File: src/rtl/bit_packer.sv
// bit_packer: packs variable-width fields (0..8 bits) MSB-first into a byte stream.
//
// Fields arrive on a valid/ready input port and are appended to a 24-bit
// left-aligned accumulator. Complete bytes leave on a valid/ready output
// port. A flush command drains every buffered bit. The last partial byte is
// padded with PAD_BIT, and flush_done then pulses for one cycle.
//
// Parameters:
//   PAD_BIT     value written into the unused low bits of a flushed partial byte
//
// Ports:
//   clk         system clock, rising edge
//   nrst        synchronous active-low reset
//   in_valid    field present on in_data/in_len
//   in_ready    packer can accept a field this cycle
//   in_data     field bits, right-aligned
//   in_len      field length; 0 = no-op, 9..15 clamped to 8
//   flush       request to drain all bits, padding the last byte
//   flush_done  one-cycle pulse when the flush is complete
//   out_valid   out_data holds a complete (or padded final) byte
//   out_ready   sink accepts out_data
//   out_data    packed byte, first-packed bit in bit 7
//
// Optional feature (macro BIT_PACKER_STATS_EN):
//   byte_count  wrapping count of bytes popped
//   pad_count   wrapping count of pad bits emitted by flushes
module bit_packer #(
  parameter logic PAD_BIT = 1'b0
) (
  input  logic        clk,
  input  logic        nrst,
  input  logic        in_valid,
  output logic        in_ready,
  input  logic [7:0]  in_data,
  input  logic [3:0]  in_len,
  input  logic        flush,
  output logic        flush_done,
`ifdef BIT_PACKER_STATS_EN
  output logic [15:0] byte_count,
  output logic [15:0] pad_count,
`endif
  output logic        out_valid,
  input  logic        out_ready,
  output logic [7:0]  out_data
);

  typedef enum logic [1:0] {StRun, StFlush, StDone} state_e;

  state_e      state_q, state_d;
  logic [23:0] acc_q, acc_d;
  logic [4:0]  cnt_q, cnt_d;

  logic [3:0]  len;
  logic [7:0]  field;
  logic [4:0]  place_sh;
  logic [23:0] placed;
  logic [23:0] acc_push;
  logic [4:0]  pop_amt;
  logic        push;
  logic        pop;
  logic        pad_active;
  logic [7:0]  pad_mask;
  logic [7:0]  acc_hi;

  assign len      = (in_len > 4'd8) ? 4'd8 : in_len;
  // Zero the bits above the field so they cannot disturb already-packed data.
  assign field    = in_data & (8'hFF >> (4'd8 - len));
  // Field lands directly below the cnt valid bits; cnt <= 15 keeps this >= 1.
  assign place_sh = 5'd24 - cnt_q - {1'b0, len};
  assign placed   = {16'h0000, field} << place_sh;

  assign in_ready = (state_q == StRun) && (cnt_q <= 5'd15);
  assign out_valid = (cnt_q >= 5'd8) || ((state_q == StFlush) && (cnt_q != 5'd0));
  assign flush_done = (state_q == StDone);

  assign push = in_valid && in_ready;
  assign pop  = out_valid && out_ready;

  // Padding applies only to the final partial byte of a flush.
  assign pad_active = (state_q == StFlush) && (cnt_q != 5'd0) && (cnt_q < 5'd8);
  assign pad_mask   = 8'hFF >> cnt_q[2:0];
  assign acc_hi     = acc_q[23:16];

  always_comb begin
    out_data = acc_hi;
    if (pad_active) begin
      out_data = PAD_BIT ? (acc_hi | pad_mask) : (acc_hi & ~pad_mask);
    end
  end

  // Bits below the valid region are always zero, so the push is a plain OR.
  // The push is placed against the pre-pop count and the pop shift follows.
  always_comb begin
    acc_push = push ? (acc_q | placed) : acc_q;
    acc_d    = pop ? (acc_push << 8) : acc_push;
    pop_amt  = 5'd0;
    if (pop) begin
      pop_amt = (cnt_q >= 5'd8) ? 5'd8 : cnt_q;
    end
    cnt_d = cnt_q - pop_amt + (push ? {1'b0, len} : 5'd0);
  end

  always_comb begin
    state_d = state_q;
    unique case (state_q)
      StRun: begin
        // Only sampled when in_ready; a coincident field is pushed first.
        if (in_ready && flush) begin
          state_d = StFlush;
        end
      end
      StFlush: begin
        if (cnt_d == 5'd0) begin
          state_d = StDone;
        end
      end
      StDone: begin
        state_d = StRun;
      end
      default: begin
        state_d = StRun;
      end
    endcase
  end

  always_ff @(posedge clk) begin
    if (!nrst) begin
      state_q <= StRun;
      acc_q   <= 24'h000000;
      cnt_q   <= 5'd0;
    end else begin
      state_q <= state_d;
      acc_q   <= acc_d;
      cnt_q   <= cnt_d;
    end
  end

`ifdef BIT_PACKER_STATS_EN
  logic [15:0] byte_count_q;
  logic [15:0] pad_count_q;
  logic [4:0]  pad_bits;

  assign pad_bits = 5'd8 - cnt_q;

  always_ff @(posedge clk) begin
    if (!nrst) begin
      byte_count_q <= 16'h0000;
      pad_count_q  <= 16'h0000;
    end else if (pop) begin
      byte_count_q <= byte_count_q + 16'h0001;
      if (pad_active) begin
        pad_count_q <= pad_count_q + {11'h000, pad_bits};
      end
    end
  end

  assign byte_count = byte_count_q;
  assign pad_count  = pad_count_q;
`endif

endmodule

File: config.mk
export PLATFORM = sky130hd
export DESIGN_NAME = bit_packer
export DESIGN_NICKNAME = d
export VERILOG_FILES = /design/src/rtl/bit_packer.sv
export SDC_FILE = /design/constraint.sdc
export NUM_CORES = 1
export LEC_CHECK = 0
export CORE_MARGIN = 2
export CORE_UTILIZATION = 30
export CTS_CLUSTER_DIAMETER = 80
export DETAILED_ROUTE_END_ITERATION = 7
export MAX_ROUTING_LAYER = met4
export PLACE_DENSITY = 0.58
export SYNTH_ARGS = -nofsm -noshare
export SYNTH_HDL_FRONTEND = slang
export SYNTH_SLANG_ARGS = --single-unit
File: constraint.sdc
create_clock -name clk -period 10.6 [get_ports clk]
set_input_delay 1.06 -clock clk [delete_from_list [all_inputs] [get_ports clk]]
set_output_delay 1.06 -clock clk [all_outputs]
set_load 0.005 [all_outputs]
==> run metrics <==
CP required around 11000 ps; reg2reg path depth 9; Starting Density 0.310; FF-to-FF setup slack roughly 7000 ps; GRT Resource Usage Total 0.159; Post-CTS Setup Inserts 0; first-pass GRT wire length between 10000 and 15000 um; Clock Skew ~7 ps; top cell type's share of synthesized area 0.259; DIE AREA 8730 um^2; Slew Viols, Final 0; RSZ-0062 raised after global routing false; Power Density around 280 nW/um^2; sequential share of power 0.217; Die H just over 90 um; Gate power share 0.638; P_sw approximately 0.38 mW; Final setup viols 0; FFs w/ async S/R, synth 0; Internal Power 0.433 mW; via density per instance approximately 5.5; Fillers ~780; Worst-path clk slew approximately 70 ps; relative max-transition margin 0.328; most frequently used flop master after synthesis dfxtp_1; final setup TNS 0 ps; largest net degree at the start of global routing 22; site row count 32; EDFF count, synth 0; CTS H-Tree Depth 2; final-report hold violation count 0; syn_nets roughly 330; First DRT Iteration DRCs between 200 and 250; synthesized flop and latch total 31; crit path to acc_q[13]; Avg Inst Size Synth 8.27 um^2; Routed Antenna Nets 0; post-synthesis cell type count 66; CTS Hold Bufs 0; via count around 2.3k; GP Congestion around 0.9; Worst-Skew Late Latency 290 ps; LEAKAGE 1.13 nW; switching portion of total power 0.466; CP cell instances clkdlybuf4s50_1 -> nand2b_1 -> inv_1 -> ha_1 -> inv_1 -> ha_1 -> inv_1 -> fa_1 -> inv_1 -> a221o_1 -> a32oi_1 -> nor2_1 -> nor4_1 -> a211oi_1; HP Class flip-flop to flip-flop; WL final around 6700 um; Final Critical Period ~4500 ps; leading area contributor after synthesis dfxtp_1; clock root buffer clkbuf_8; grt ovf 0; r2r startpoint state_q[1]; crit-path max cell delay a little under 800 ps; PortBufs 27; Critical Path Source Type input pin; CTS Buf Count 5; CP most frequent cell inv_1; Post-CTS Resized 0; Syn. warnings 0; layout cells sized above 1 0.0732; ranking of synthesized cells by area dfxtp_1, ha_1, nor2_1, fa_1, inv_1; antenna cells 0; clock share of power 0.145; vias in the first global route 2165; Max Cap Viol 0; worst vdd ir between 0.08 and 0.09 mV; drt first pass iters 4; slowest stage cell, crit path fa_1; status finished, final reports clean; antenna violations before repair 0; CORE AREA approximately 7700 um^2; crit path from in_len[3]; cells after synthesis 290; DRC 0; worst setup path class input pin to flip-flop; I/O Pins 28; Layout area overhead 19.3%; final core utilization 0.370; wire length per cell roughly 16 um; final net count 350; Post-DP HPWL 5000 um; period utilization 0.425; width of the die ~93 um; critical path peak fanout 13; sequential area share after synthesis 0.259; clock sinks 31; Setup crit end kind flip-flop; worst r2r dst state_q[0]; Slew @ Worst Pin just under 1000 ps; Max Buffers Root-to-Sink 2; TritonCTS clock tree done; Post-Syn Area approximately 2400 um^2; FMAX 222 MHz; WP data arrival between 4000 and 5000 ps
## final cells by class
type | count | area, um^2 | share of cell area
clock buffer | 5 | 68.8 | 0.0240
clock inverter | 3 | 43.8 | 0.0153
inverter | 20 | 75.1 | 0.0262
multi-input combinational | 227 | 1650 | 0.576
sequential | 31 | 621 | 0.217
tap | 102 | 128 | 0.0446
timing repair buffer | 28 | 278 | 0.0971
## stage by stage
| stage | hold slack, ps | instances | instance area (um^2) | power [mW] | setup WS (ps) |
|---|---|---|---|---|---|
| 6_report | 457 | 416 | 2860 | 0.810 | 6090 |
| 5_1_grt | 485 | 416 | 2860 | 0.878 | 5870 |
| 4_1_cts | 462 | 416 | 2860 | 0.812 | 6110 |
| 3_5_place_dp | 446 | 408 | 2750 | 0.691 | 5830 |
| 3_3_place_gp | 434 | 408 | 2750 | 0.688 | 5960 |
| 2_1_floorplan | 424 | 290 | 2400 | 0.548 | 6740 |
## layer usage
layer  vias up  share of wire  GRT usage
met1      1066           0.47      0.212
met2        62           0.47      0.250
met5         -              0          -
met3        11          0.049     0.0290
li1       1142              -          -
met4         0          0.014     0.0380
## sequential cells by signal (all words and copies together) (netlist names)
register	count
acc_q	24
cnt_q	5
state_q	2
## power by group through the flow
stage	registers, mW	clock network, mW	logic (mW)
floorplan	0.171	0	0.377
global placement	0.178	0	0.510
detailed placement	0.179	0	0.512
CTS	0.177	0.121	0.515
global route	0.181	0.127	0.570
finish	0.176	0.118	0.516
## critical path: cells and delay by family
| family | cells | cell delay, ps |
|---|---|---|
| buffers and inverters | 5 | 1050 |
| and+or+nand+nor | 3 | 610 |
| adders and majority gates | 3 | 1200 |
| AOI/OAI and AO/OA | 3 | 730 |
## logic make-up after synthesis
group                      count (synthesis)  synth area share
and+or+nand+nor                          111             0.246
AOI/OAI and AO/OA                         85             0.278
muxes                                      4            0.0177
xor gates and xnor gates                   7            0.0256
buffers and inverters                     32            0.0542
DFF                                       31             0.259
adders and majority gates                 20             0.120
## cells in the mapped netlist, types with 4 or more instances
| cell | number |
|---|---|
| nand2b_1 | 4 |
| buf_2 | 4 |
| xor2_1 | 4 |
| ha_1 | 15 |
| o21ai_0 | 7 |
| inv_1 | 19 |
| a211oi_1 | 5 |
| clkbuf_1 | 6 |
| nor2b_1 | 7 |
| nor3_1 | 7 |
| nor2_1 | 30 |
| nor4_1 | 5 |
| and3_1 | 6 |
| fa_1 | 5 |
| a21boi_0 | 5 |
| dfxtp_1 | 31 |
| and2_1 | 10 |
| a21oi_1 | 12 |
| nand3_1 | 10 |
| nand2_1 | 17 |
| o31ai_1 | 4 |
| a21o_1 | 7 |
| a22oi_1 | 4 |
## worst min-delay path by stage
stage | slack, ps | to | startpoint | cells after the start
after global placement | 430 | acc_q[0] | acc_q[0] | 2
after global routing | 490 | acc_q[5] | acc_q[5] | 2
final | 460 | acc_q[5] | acc_q[5] | 2
after detailed placement | 450 | acc_q[5] | acc_q[5] | 2
after CTS | 460 | acc_q[0] | acc_q[0] | 2
after floorplan | 420 | acc_q[0] | acc_q[0] | 2
## placed cells by master, fill, tap and decap left out, types with 4 or more instances in the layout
cell type and count:
clkbuf_8 5, and3_1 6, nor4_1 5, ha_1 15, fa_1 5, a211oi_1 5
a21oi_1 12, o21ai_0 7, nor2_1 30, a21o_1 7, xor2_1 4, and2_1 10
a22oi_1 4, a21boi_0 5, nor2b_1 7, nand3_1 10, clkdlybuf4s50_1 27, nand2_1 17
nand2b_1 4, o31ai_1 4, inv_1 19, dfxtp_1 31, nor3_1 7
Power figures use the tool's default switching activity.
